[src/rtl/match_sequencer.sv]
// Match sequencer for a ball game: serve handling, point pauses, match end.
// Ports:
//   clk, rst_n                 clock, async active-low reset
//   tick                       one-cycle time-base pulse
//   serve, serve_type          serve trigger (rising edge used), 0 auto / 1 manual
//   mode                       game mode; a change outside IDLE aborts the match
//   point_p1, point_p2         one-cycle scoring pulses
//   p1_score, p2_score         current scores from the datapath
//   ball_en, ball_launch       ball motion enable, one-cycle reload pulse
//   serve_side                 0 = player 1 serves, 1 = player 2 serves
//   score_clr                  one-cycle clear of both scores
//   game_over, winner          match finished, winning player
//   state                      current FSM state
module match_sequencer #(
   parameter logic [4:0] WIN_SCORE   = 5'd15,
   parameter logic [7:0] AUTO_DELAY  = 8'd30,
   parameter logic [7:0] PAUSE_TICKS = 8'd60
) (
   input  logic       clk,
   input  logic       rst_n,
   input  logic       tick,
   input  logic       serve,
   input  logic       serve_type,
   input  logic [1:0] mode,
   input  logic       point_p1,
   input  logic       point_p2,
   input  logic [4:0] p1_score,
   input  logic [4:0] p2_score,
   output logic       ball_en,
   output logic       ball_launch,
   output logic       serve_side,
   output logic       score_clr,
   output logic       game_over,
   output logic       winner,
   output logic [2:0] state
);

   localparam logic [2:0] S_IDLE        = 3'd0;
   localparam logic [2:0] S_SERVE_WAIT  = 3'd1;
   localparam logic [2:0] S_PLAY        = 3'd2;
   localparam logic [2:0] S_POINT_PAUSE = 3'd3;
   localparam logic [2:0] S_GAME_OVER   = 3'd4;

   logic [2:0] state_q, state_d;
   logic [7:0] cnt_q, cnt_d;
   logic       serve_prev_q;
   logic [1:0] mode_prev_q;
   logic       ball_en_q, ball_en_d;
   logic       ball_launch_q, ball_launch_d;
   logic       serve_side_q, serve_side_d;
   logic       score_clr_q, score_clr_d;
   logic       game_over_q, game_over_d;
   logic       winner_q, winner_d;

   logic serve_edge;
   logic mode_chg;
   logic p1_won;
   logic p2_won;

   assign serve_edge = serve & ~serve_prev_q;
   assign mode_chg   = (mode != mode_prev_q);
   assign p1_won     = (p1_score >= WIN_SCORE);
   assign p2_won     = (p2_score >= WIN_SCORE);

   // Next-state, counter and registered-output logic
   always_comb begin
      state_d      = state_q;
      cnt_d        = cnt_q;
      serve_side_d = serve_side_q;
      winner_d     = winner_q;
      score_clr_d  = 1'b0;

      // Mode change outranks every other transition
      if (mode_chg && (state_q != S_IDLE)) begin
         state_d     = S_IDLE;
         score_clr_d = 1'b1;
      end else begin
         case (state_q)
            S_IDLE: begin
               if (serve_edge) state_d = S_SERVE_WAIT;
            end
            S_SERVE_WAIT: begin
               if (serve_type) begin
                  if (serve_edge) state_d = S_PLAY;
               end else if (tick && (cnt_q == AUTO_DELAY - 8'd1)) begin
                  state_d = S_PLAY;
               end
            end
            S_PLAY: begin
               // Conceding player serves next; p1 wins a simultaneous pair
               if (point_p1) begin
                  state_d      = S_POINT_PAUSE;
                  serve_side_d = 1'b1;
               end else if (point_p2) begin
                  state_d      = S_POINT_PAUSE;
                  serve_side_d = 1'b0;
               end
            end
            S_POINT_PAUSE: begin
               if (tick && (cnt_q == PAUSE_TICKS - 8'd1)) begin
                  if (p1_won || p2_won) begin
                     state_d  = S_GAME_OVER;
                     winner_d = p2_won & ~p1_won;
                  end else begin
                     state_d = S_SERVE_WAIT;
                  end
               end
            end
            S_GAME_OVER: begin
               if (serve_edge) begin
                  state_d      = S_IDLE;
                  score_clr_d  = 1'b1;
                  serve_side_d = 1'b0;
               end
            end
            default: state_d = S_IDLE;
         endcase
      end

      // Counter restarts on every state entry
      if (state_d != state_q) begin
         cnt_d = 8'd0;
      end else if (tick && ((state_q == S_SERVE_WAIT) || (state_q == S_POINT_PAUSE))) begin
         cnt_d = cnt_q + 8'd1;
      end

      if (state_d != S_GAME_OVER) winner_d = 1'b0;

      ball_en_d     = (state_d == S_PLAY);
      ball_launch_d = (state_d == S_PLAY) && (state_q != S_PLAY);
      game_over_d   = (state_d == S_GAME_OVER);
   end

   // State and output registers
   always_ff @(posedge clk or negedge rst_n) begin
      if (!rst_n) begin
         state_q       <= S_IDLE;
         cnt_q         <= 8'd0;
         serve_prev_q  <= 1'b0;
         mode_prev_q   <= 2'b00;
         ball_en_q     <= 1'b0;
         ball_launch_q <= 1'b0;
         serve_side_q  <= 1'b0;
         score_clr_q   <= 1'b0;
         game_over_q   <= 1'b0;
         winner_q      <= 1'b0;
      end else begin
         state_q       <= state_d;
         cnt_q         <= cnt_d;
         serve_prev_q  <= serve;
         mode_prev_q   <= mode;
         ball_en_q     <= ball_en_d;
         ball_launch_q <= ball_launch_d;
         serve_side_q  <= serve_side_d;
         score_clr_q   <= score_clr_d;
         game_over_q   <= game_over_d;
         winner_q      <= winner_d;
      end
   end

   assign state       = state_q;
   assign ball_en     = ball_en_q;
   assign ball_launch = ball_launch_q;
   assign serve_side  = serve_side_q;
   assign score_clr   = score_clr_q;
   assign game_over   = game_over_q;
   assign winner      = winner_q;

endmodule

[config.mk]
export PLATFORM = sky130hd
export DESIGN_NAME = match_sequencer
export DESIGN_NICKNAME = d
export VERILOG_FILES = /design/src/rtl/match_sequencer.sv
export SDC_FILE = /design/constraint.sdc
export NUM_CORES = 1
export LEC_CHECK = 0
export CORE_MARGIN = 8
export CORE_UTILIZATION = 45
export CTS_BUF_LIST = sky130_fd_sc_hd__clkbuf_8
export CTS_CLUSTER_SIZE = 25
export DETAILED_ROUTE_END_ITERATION = 7
export PLACE_DENSITY_LB_ADDON = 0.25
export SLEW_MARGIN = 20
export SYNTH_ARGS = -nofsm -noshare
export SYNTH_HDL_FRONTEND = slang
export SYNTH_SLANG_ARGS = --single-unit
[constraint.sdc]
create_clock -name clk -period 2 [get_ports clk]
set_input_delay 0.2 -clock clk [delete_from_list [all_inputs] [get_ports clk]]
set_output_delay 0.2 -clock clk [all_outputs]
set_load 0.02 [all_outputs]
==> summary.txt, run 1 <==
Outcome
  • Outcome: finished with violations
  • Violated checks: setup timing

Global routing
  • Vias in the first global route: 1,098
  • Global-route wire length before repair: 4.816 mm
  • Largest net degree at the start of global routing: 21
  • GRT Total Usage: 0.1397
  • Global route overflow: 0
  • Initial antenna violation count: 0

Place
  • Port bufs: 27
  • Placed Cells: 189
  • RD Place Congestion: 0.7994
  • Worst slack, placed: -0.3241 ns
  • Dpl cell area: roughly 1600 um2
  • Hpwl dp: 2.223 mm

Timing
  • Setup ws final: -0.03519 ns
  • Crit share post-route: 1.018
  • Worst slew margin: 0.7759
  • Fmax achieved: slightly below 500 MHz
  • RSZ-0062 raised after global routing: true
  • Hold WS: 0.2675 ns
  • Fin. max-slew vios: 0
  • Clk_skew: 0.007763 ns
  • Fin crit period: 2.035 ns
  • Least-Margin Pin Slew: 0.3337 ns
  • Setup violators final: 8
  • Hold Fails Final Rpt: 0

Cells and area
  • Fill count: around 210
  • Synthesis-to-finish area growth: 44.59%
  • Non-Filler Instances: 195
  • N_diodes: 0
  • Share of layout cells above drive strength 1: 0.2364
  • Final nets: 187
  • Post-layout util: 0.6813
  • Post-route cell area: 1688 um2

Yosys
  • Syn. warnings: 0
  • Mean Syn Cell Area: approximately 10 um2
  • Top_reg_cell synth: dfrtp_1
  • Synth unique cells: ~40
  • Synthesized cell area: 1167 um2
  • Top-area cell type share of the netlist area: 0.4287
  • Number of synthesized register bits: 20
  • Seq/Total Area, Yosys: 0.4287
  • Synth area leaders: dfrtp_1 43%, nor2_1 7.1%, xnor2_1 5.3%
  • Syn Nets: 138
  • Synth area leader: dfrtp_1
  • Post-synth EDFFs: 0
  • Post-synth top cells: 22 x nor2_1, 20 x dfrtp_1, 10 x nand2_1
  • Ys async rst share: 1.000
  • Most common cell in the synthesized netlist: nor2_1
  • Synthesized instance count: 117

Drt
  • Drt first pass iters: 4
  • Iteration-0 DRC Markers: 34
  • Drt via density: 5.246
  • # DRC: 0
  • Via count: 1,023
  • Antenna Violating Nets Remaining: 0
  • Routed wire length: roughly 2.9 mm
  • Routed length per instance: around 15 um

Floorplan
  • Chip width: 66.93 um
  • Starting Density: 0.4712
  • Die ar.: about 4500 um2
  • FP Rows: 18
  • # IOs: 28
  • Core ar.: about 2500 um2
  • Die H: 66.93 um

Clock tree
  • Clock root buffer: clkbuf_8
  • Clock Latency Late Sink: roughly 0.26 ns
  • CTS Buf Count: 3
  • Clk sinks: 20
  • H-Tree Depth: 1
  • CTS tree: yes
  • CTS max path bufs: 2
  • Cts hold-fix bufs: 0
  • Clock Pin Slew Worst Setup and Hold Paths: 0.08 ns

Pwr
  • Power Density: roughly 910 nW/um2
  • Maximum vdd drop: 0.7561 mV
  • Leak: 0.7433 nW

Min path
  • Worst hold path class: input pin to asynchronous set/reset pin

Critical path
  • Slowest cell on crit path: dfrtp_1
  • CP required: 2.14 ns
  • Critical path class: flip-flop to flip-flop
  • Crit-path max FO: 8
  • CP arrival: 2.18 ns
  • Crit path cell chain: buf_4, ha_1, nand3b_1, nor3_1, o2111a_2, buf_4, or3_4, o211ai_4, nor2_1
  • CP Capture Type: flip-flop
  • Critical Path Start Type: flip-flop
  • Crit-path most repeated cell: buf_4
  • CP max stage delay: 0.39 ns

Run
  • Max_cap viols: 0
worst max-delay path: cells and delay by family, from the launching register on:
family | cells | cell delay [ns]
compound gates | 2 | 0.44
fa+ha+maj | 1 | 0.20
buf+inv | 2 | 0.28
flops | 1 | 0.39
simple gates | 4 | 0.62
where the power goes:
| group | total, mW | leakage, nW | switching, mW | internal, mW |
|---|---|---|---|---|
| Clock | 0.401 | 0.0357 | 0.134 | 0.267 |
| Sequential | 0.489 | 0.268 | 0.0399 | 0.449 |
| Combinational | 0.638 | 0.440 | 0.313 | 0.326 |
| Total | 1.53 | 0.743 | 0.486 | 1.04 |
cell usage in the layout, fill, tap and decap left out, types with 4 or more instances in the layout:
master and count:
dfrtp_1 19, a21oi_1 6, clkdlybuf4s50_1 27, buf_4 20, inv_1 4, nand2_1 10, xnor2_1 7, nor2_1 22
nand3_1 4
final timing paths:
path	from	endpoint	slack [ns]	depth (start not counted)
hold / removal	rst_n	serve_prev_q	0.27	2
min in group clk	serve	serve_prev_q	0.44	1
setup / recovery	cnt_q[0]	cnt_q[4]	-0.04	9
max in group asynchronous	rst_n	state[0]	1.51	2
hold reg to reg	cnt_q[7]	cnt_q[7]	0.57	2
setup reg to reg	cnt_q[0]	cnt_q[4]	-0.04	9
registers in the layout, summed over array words and instances, names as in the netlist:
| register | count |
|---|---|
| cnt_q | 8 |
| state | 3 |
| mode_prev_q | 2 |
| ball_en | 1 |
| ball_launch | 1 |
| game_over | 1 |
| score_clr | 1 |
| serve_prev_q | 1 |
| serve_side | 1 |
| winner | 1 |
metrics by stage:
stage	total power [mW]	TNS, ns
2_1_floorplan	0.8626	0
3_3_place_gp	1.069	-1.835
3_5_place_dp	1.085	-2.589
4_1_cts	1.514	-0.2365
5_1_grt	1.620	-1.095
6_report	1.528	-0.1116
area by class of cell:
class | instances | area, um2 | share of cell area
clock buffers | 3 | 41.29 | 0.02446
well taps | 30 | 37.54 | 0.02224
flip-flops and latches | 20 | 501.7 | 0.2973
inverters | 4 | 15.01 | 0.008895
multi-input cells | 90 | 641.9 | 0.3803
clock inverters | 1 | 30.03 | 0.01779
repair buffers | 47 | 420.4 | 0.2491
cells by family (layout without fill, tap and decap cells):
kind of cell,Yosys count,in the layout,synth area share
fa+ha+maj,3,3,0.03001
flops,20,20,0.4287
simple gates,56,56,0.2562
buf+inv,7,55,0.03858
compound gates,21,21,0.1694
mux,1,1,0.009646
xor+xnor,9,9,0.06753
repair_timing:
action / in CTS / in global routing
pin swaps: 7 / 6
buffers inserted: 1 / 1
gates resized for setup: 2 / 3
endpoints found under the setup margin: 8 / 9
metal layers:
| layer | vias up | GRT usage | part of all wire |
|---|---|---|---|
| met5 | - | 0 | 0 |
| met4 | 0 | 0.07311 | 0.018 |
| met3 | 4 | 0.03691 | 0.048 |
| met2 | 20 | 0.2533 | 0.54 |
| met1 | 484 | 0.1426 | 0.40 |
| li1 | 515 | - | - |
No activity file was read; power rests on OpenSTA's default activity.
==> run 2: changes to the inputs <==
--- a/config.mk
+++ b/config.mk
@@ -5,12 +5,14 @@
 export SDC_FILE = /design/constraint.sdc
 export NUM_CORES = 1
 export LEC_CHECK = 0
+export CORE_ASPECT_RATIO = 0.5
 export CORE_MARGIN = 8
 export CORE_UTILIZATION = 45
 export CTS_BUF_LIST = sky130_fd_sc_hd__clkbuf_8
 export CTS_CLUSTER_SIZE = 25
 export DETAILED_ROUTE_END_ITERATION = 7
-export PLACE_DENSITY_LB_ADDON = 0.25
+export GPL_TIMING_DRIVEN = 0
+export PLACE_DENSITY = 0.86
 export SLEW_MARGIN = 20
 export SYNTH_ARGS = -nofsm -noshare
 export SYNTH_HDL_FRONTEND = slang
==> summary.txt, run 2 (synthesis results as in run 1) <==
Min path
  • Hold Path Stages: 1
  • Hold endpoint: mode_prev_q[0]
  • Worst hold path startpoint: mode[0]
  • Worst hold path class: input pin to flip-flop (was input pin to asynchronous set/reset pin)

Global routing
  • Global-route wire length before repair: 4.250 mm (was 4.816 mm)
  • GRT Total Usage: 0.1159 (was 0.1397)
  • Vias in the first global route: 968 (was 1,098)
  • Largest net degree at the start of global routing: 21 (unchanged)
  • Initial antenna violation count: 0 (unchanged)
  • Global route overflow: 0 (unchanged)

Clock tree
  • H-Tree Depth: 1 (unchanged)
  • CTS max path bufs: 2 (unchanged)
  • Clock root buffer: clkbuf_8 (unchanged)
  • Clock Pin Slew Worst Setup and Hold Paths: 0.07 ns (was 0.08 ns)
  • CTS Buf Count: 3 (unchanged)
  • CTS tree: yes (unchanged)
  • Cts hold-fix bufs: 0 (unchanged)
  • Clk sinks: 20 (unchanged)
  • Clock Latency Late Sink: 0.25 ns (was 0.26 ns)

Critical path
  • CP max stage delay: 0.39 ns (about the same)
  • RR Endpoint: cnt_q[5] (was cnt_q[4])
  • Largest delay share family, worst path: compound AO/OA/AOI/OAI gates (was simple AND/OR/NAND/NOR gates)
  • Critical path class: flip-flop to flip-flop (unchanged)
  • CP arrival: 2.19 ns (was 2.18 ns)
  • CP Buf/Inv Count: 1 (was 2)
  • Reg2reg path depth: 8 (was 9)
  • Critical Path Start Type: flip-flop (unchanged)
  • R2r setup slk: -0.06 ns (was -0.04 ns)
  • Crit-path max FO: 8 (unchanged)
  • CP Capture Type: flip-flop (unchanged)
  • Slowest cell on crit path: or3b_4 (was dfrtp_1)
  • FF-to-FF Start: cnt_q[1] (was cnt_q[0])
  • CP required: 2.13 ns (was 2.14 ns)
  • Crit path cell chain: inv_1, ha_1, or3b_4, o311ai_4, o2111a_2, a21oi_2, o211ai_4, nor2_1 (was buf_4, ha_1, nand3b_1, nor3_1, o2111a_2, buf_4, or3_4, o211ai_4, nor2_1)

Cells and area
  • Share of layout cells above drive strength 1: 0.1523 (was 0.2364)
  • Commonest non-fill, non-tap cell in the layout: clkdlybuf4s50_1 (unchanged)
  • Fill count: 211 (unchanged)
  • Max reg flops: 8 (unchanged)
  • Post-route cell area: 1565 um2 (was 1688 um2)
  • Final nets: 174 (was 187)
  • Reg with most FFs: cnt_q (unchanged)
  • N_diodes: 0 (unchanged)
  • Synthesis-to-finish area growth: 34.08% (was 44.59%)
  • Most frequent cells in the layout: 27 x clkdlybuf4s50_1, 22 x nor2_1, 19 x dfrtp_1, 10 x nand2_1, 7 x xnor2_1 (was 27 x clkdlybuf4s50_1, 22 x nor2_1, 20 x buf_4, 19 x dfrtp_1, 10 x nand2_1)

Timing
  • Crit share post-route: 1.028 (was 1.018)
  • Setup violators final: 8 (unchanged)
  • Hold Fails Final Rpt: 0 (unchanged)
  • Worst slew margin: 0.4218 (was 0.7759)
  • Fin crit period: 2.056 ns (was 2.035 ns)
  • Fmax achieved: 486.3 MHz (was 491.4 MHz)
  • Clk_skew: 0.002940 ns (was 0.007763 ns)
  • Setup ws final: -0.05643 ns (was -0.03519 ns)
  • Least-Margin Pin Slew: 0.8646 ns (was 0.3337 ns)
  • Fin. max-slew vios: 0 (unchanged)
  • RSZ-0062 raised after global routing: true (unchanged)

Place
  • RD Place Congestion: 0.8140 (was 0.7994)
  • Dpl cell area: 1484 um2 (was 1580 um2)
  • Port bufs: 27 (unchanged)
  • Hpwl dp: 1.941 mm (was 2.223 mm)

Drt
  • # DRC: 0 (unchanged)
  • Via count: 968 (was 1,023)
  • Routed length per instance: 13.57 um (was 14.78 um)
  • Iteration-0 DRC Markers: 37 (was 34)
  • Drt via density: 5.149 (was 5.246)
  • Drt first pass iters: 4 (unchanged)
  • Routed wire length: 2.551 mm (was 2.883 mm)
  • Antenna Violating Nets Remaining: 0 (unchanged)

Floorplan
  • Die ar.: 4579 um2 (was 4480 um2)
  • Core ar.: 2521 um2 (was 2477 um2)
  • # IOs: 28 (unchanged)
  • Starting Density: 0.4630 (was 0.4712)
  • FP Rows: 13 (was 18)
  • Die H: 52.02 um (was 66.93 um)
  • Chip width: 88.03 um (was 66.93 um)

Pwr
  • Power Density: 845.4 nW/um2 (was 905.2 nW/um2)
  • Maximum vdd drop: 0.4590 mV (was 0.7561 mV)
  • Design Power: 1.323 mW (was 1.528 mW)
  • Leak: 0.6616 nW (was 0.7433 nW)

Outcome
  • Outcome: finished with violations (unchanged)
  • Violated checks: setup timing (unchanged)

Run
  • Max_cap viols: 0 (unchanged)
run 2: changes by cell type in the layout (fill, tap and decap cells not counted), sizes merged:
cell    change
bufinv      -1
buf        -13
run 2: final cells by class:
class	count	area, um2	share of cell area
sequential	20	501.7	0.3205
buffer	3	30.03	0.01918
multi-input combinational	90	630.6	0.4029
clock buffer	3	41.29	0.02638
timing repair buffer	31	300.3	0.1918
inverter	4	15.01	0.009592
tap	37	46.29	0.02958
run 2: worst register-to-register path, delay by kind of cell (launching register included):
kind	cells	cell delay, ns
buf+inv	1	0.06
fa+ha+maj	1	0.13
compound gates	4	0.91
flops	1	0.38
simple gates	2	0.47
run 2: metrics by stage:
stage / setup TNS, ns / std cells / hold WS (ns) / setup WS (ns) / util
final: -0.3865 / 188 / 0.4305 / -0.05643 / 0.6208
after global routing: -1.470 / 188 / 0.4494 / -0.1784 / 0.6208
after detailed placement: -2.789 / 181 / 0.5494 / -0.3352 / 0.5886
after global placement: -2.567 / 181 / 0.5392 / -0.3071 / 0.5886
after floorplan: 0 / 117 / -0.09559 / 0.006763 / -
after CTS: -0.5954 / 188 / 0.4347 / -0.07716 / 0.6208
run 2: worst max path at each step:
stage | from | endpoint | slack, ns | depth (start not counted)
finish | cnt_q[1] | cnt_q[5] | -0.06 | 8
global route | cnt_q[1] | cnt_q[1] | -0.18 | 8
CTS | cnt_q[1] | cnt_q[7] | -0.08 | 8
detailed placement | tick | cnt_q[7] | -0.34 | 7
global placement | tick | cnt_q[3] | -0.31 | 7
floorplan | cnt_q[1] | cnt_q[0] | 0.007 | 8
run 2: timing repair:
| item | in CTS | in global routing |
|---|---|---|
| endpoints found under the setup margin | 9 | 9 |
| resized for setup | 3 | 0 |
| pin swaps | 10 | 3 |
| setup buffers | 4 | 0 |
run 2: power breakdown:
part           total, mW  internal (mW)  switching (mW)
Sequential         0.470          0.449          0.0219
Combinational      0.595          0.278           0.316
Clock              0.258          0.134           0.124
run 2: layer usage:
metal  wire length (um)  GRT usage  vias up
met5                  0          0        -
met1               1132     0.1339      461
met2               1289     0.2131       21
met4                 19    0.02493        0
met3                110    0.02978        2
li1                   -          -      484
==> run 3: changes to the inputs <==
--- a/config.mk
+++ b/config.mk
@@ -5,7 +5,7 @@
 export SDC_FILE = /design/constraint.sdc
 export NUM_CORES = 1
 export LEC_CHECK = 0
-export CORE_ASPECT_RATIO = 0.5
+export CORE_ASPECT_RATIO = 1.4
 export CORE_MARGIN = 8
 export CORE_UTILIZATION = 45
 export CTS_BUF_LIST = sky130_fd_sc_hd__clkbuf_8
==> summary.txt, run 3 (synthesis results as in run 1) <==
Outcome
  • Violated checks: setup timing (unchanged)
  • Outcome: finished with violations (unchanged)

Min path
  • Worst hold path class: input pin to flip-flop (unchanged)

Timing
  • Hold Fails Final Rpt: 0 (unchanged)
  • Setup violators final: 8 (unchanged)
  • Fin. max-slew vios: 0 (unchanged)
  • Fmax achieved: 489.8 MHz (was 486.3 MHz)
  • Setup ws final: -0.04149 ns (was -0.05643 ns)
  • Worst slew margin: 0.3857 (was 0.4218)
  • Clk_skew: 0.001473 ns (was 0.002940 ns)
  • Least-Margin Pin Slew: 0.9186 ns (was 0.8646 ns)
  • Crit share post-route: 1.021 (was 1.028)
  • Fin crit period: 2.041 ns (was 2.056 ns)
  • RSZ-0062 raised after global routing: true (unchanged)

Global routing
  • Vias in the first global route: 1,203 (was 968)
  • Largest net degree at the start of global routing: 21 (unchanged)
  • Global route overflow: 0 (unchanged)
  • Global-route wire length before repair: 5.002 mm (was 4.250 mm)
  • Initial antenna violation count: 0 (unchanged)
  • GRT Total Usage: 0.1365 (was 0.1159)

Clock tree
  • CTS tree: yes (unchanged)
  • Clock Pin Slew Worst Setup and Hold Paths: 0.07 ns (about the same)
  • Clock Latency Late Sink: 0.25 ns (about the same)
  • CTS Buf Count: 3 (unchanged)
  • H-Tree Depth: 1 (unchanged)
  • Cts hold-fix bufs: 0 (unchanged)
  • Clk sinks: 20 (unchanged)
  • CTS max path bufs: 2 (unchanged)
  • Clock root buffer: clkbuf_8 (unchanged)

Cells and area
  • Reg area: 501.7 um2 (unchanged)
  • Commonest non-fill, non-tap cell in the layout: clkdlybuf4s50_1 (unchanged)
  • Fill count: 213 (was 211)
  • Reg with most FFs: cnt_q (unchanged)
  • Most frequent cells in the layout: 24 x clkdlybuf4s50_1, 22 x nor2_1, 19 x dfrtp_1, 13 x buf_4, 10 x nand2_1 (was 27 x clkdlybuf4s50_1, 22 x nor2_1, 19 x dfrtp_1, 10 x nand2_1, 7 x xnor2_1)
  • Post-route cell area: 1638 um2 (was 1565 um2)
  • Max reg flops: 8 (unchanged)
  • Final nets: 182 (was 174)
  • N_diodes: 0 (unchanged)
  • Share of layout cells above drive strength 1: 0.2063 (was 0.1523)
  • Synthesis-to-finish area growth: 40.30% (was 34.08%)
  • Post-layout util: 0.6467 (was 0.6208)
  • Multi-input gate area: 634.4 um2 (was 630.6 um2)

Place
  • Dpl cell area: 1483 um2 (was 1484 um2)
  • RD Place Congestion: 0.8240 (was 0.8140)
  • Hpwl dp: 2.092 mm (was 1.941 mm)
  • Port bufs: 27 (unchanged)

Pwr
  • Power Density: 893.8 nW/um2 (was 845.4 nW/um2)
  • Design Power: 1.464 mW (was 1.323 mW)
  • Leak: 0.7190 nW (was 0.6616 nW)
  • Maximum vdd drop: 0.7169 mV (was 0.4590 mV)

Drt
  • Via count: 1,077 (was 968)
  • Drt via density: 5.495 (was 5.149)
  • Iteration-0 DRC Markers: 22 (was 37)
  • Routed wire length: 2.972 mm (was 2.551 mm)
  • Antenna Violating Nets Remaining: 0 (unchanged)
  • Drt first pass iters: 4 (unchanged)
  • Routed length per instance: 15.16 um (was 13.57 um)
  • # DRC: 0 (unchanged)

Run
  • Max_cap viols: 0 (unchanged)

Critical path
  • CP required: 2.13 ns (about the same)
  • CP arrival: 2.17 ns (was 2.19 ns)
  • Critical Path Start Type: flip-flop (unchanged)
  • Crit-path max FO: 8 (unchanged)
  • Critical path class: flip-flop to flip-flop (unchanged)
  • CP Capture Type: flip-flop (unchanged)

Floorplan
  • Chip width: 59.05 um (was 88.03 um)
  • Core ar.: 2532 um2 (was 2521 um2)
  • # IOs: 28 (unchanged)
  • FP Rows: 22 (was 13)
  • Die ar.: 4503 um2 (was 4579 um2)
  • Die H: 76.27 um (was 52.02 um)
  • Starting Density: 0.4610 (was 0.4630)
-- run 3: routing by layer --
layer,track usage,vias to the layer above,share of wire
met4,0.07452,0,0.015
met2,0.2610,42,0.59
met1,0.1181,523,0.34
met5,0,-,0
li1,-,506,-
met3,0.03716,6,0.053
-- run 3: final timing paths --
kind / from / slack [ns] / cells past startpoint / endpoint
worst max-delay path: cnt_q[1] / -0.04 / 9 / cnt_q[3]
worst min-delay path: point_p1 / 0.37 / 2 / serve_side
worst max register to register: cnt_q[1] / -0.04 / 9 / cnt_q[3]
worst min register to register: cnt_q[7] / 0.57 / 2 / cnt_q[7]
max in group asynchronous: rst_n / 0.92 / 1 / cnt_q[0]
min in group asynchronous: rst_n / 0.46 / 1 / state[1]
-- run 3: layout make-up --
type | count | share of cell area
Buffer | 3 | 0.01833
Clock buffer | 4 | 0.03361
Inverter | 4 | 0.009167
Multi-Input combinational cell | 90 | 0.3873
Sequential cell | 20 | 0.3063
Tap cell | 36 | 0.02750
Timing Repair Buffer | 39 | 0.2177
-- run 3: what timing repair did --
item | CTS | global route
buffers inserted | 9 | 3
pin swaps | 7 | 2
setup endpoints to repair | 9 | 9
resized for setup | 6 | 1
-- run 3: power by group --
part,switching [mW],internal [mW],total [mW]
Clock,0.128,0.175,0.303
Sequential,0.0283,0.449,0.477
Combinational,0.335,0.349,0.684
Total,0.492,0.972,1.46
-- run 3: metrics by stage --
stage	hold WS, ns	setup TNS [ns]	instances	setup slack, ns
2_1_floorplan	-0.09559	0	117	0.006763
3_3_place_gp	0.5299	-2.293	180	-0.2770
3_5_place_dp	0.5546	-2.588	180	-0.3239
4_1_cts	0.3687	-0.08228	193	-0.01735
5_1_grt	0.3923	-1.175	196	-0.1398
6_report	0.3706	-0.2741	196	-0.04149
-- run 3: worst max-delay path: stages, from the launching register on --
cell and delay, ns:
dfrtp_1 0.39, buf_4 0.15, ha_1 0.19, nand3b_1 0.14
nor3_2 0.07, o2111a_2 0.28, buf_4 0.14, or3_4 0.34
o211ai_4 0.14, nor2_1 0.09
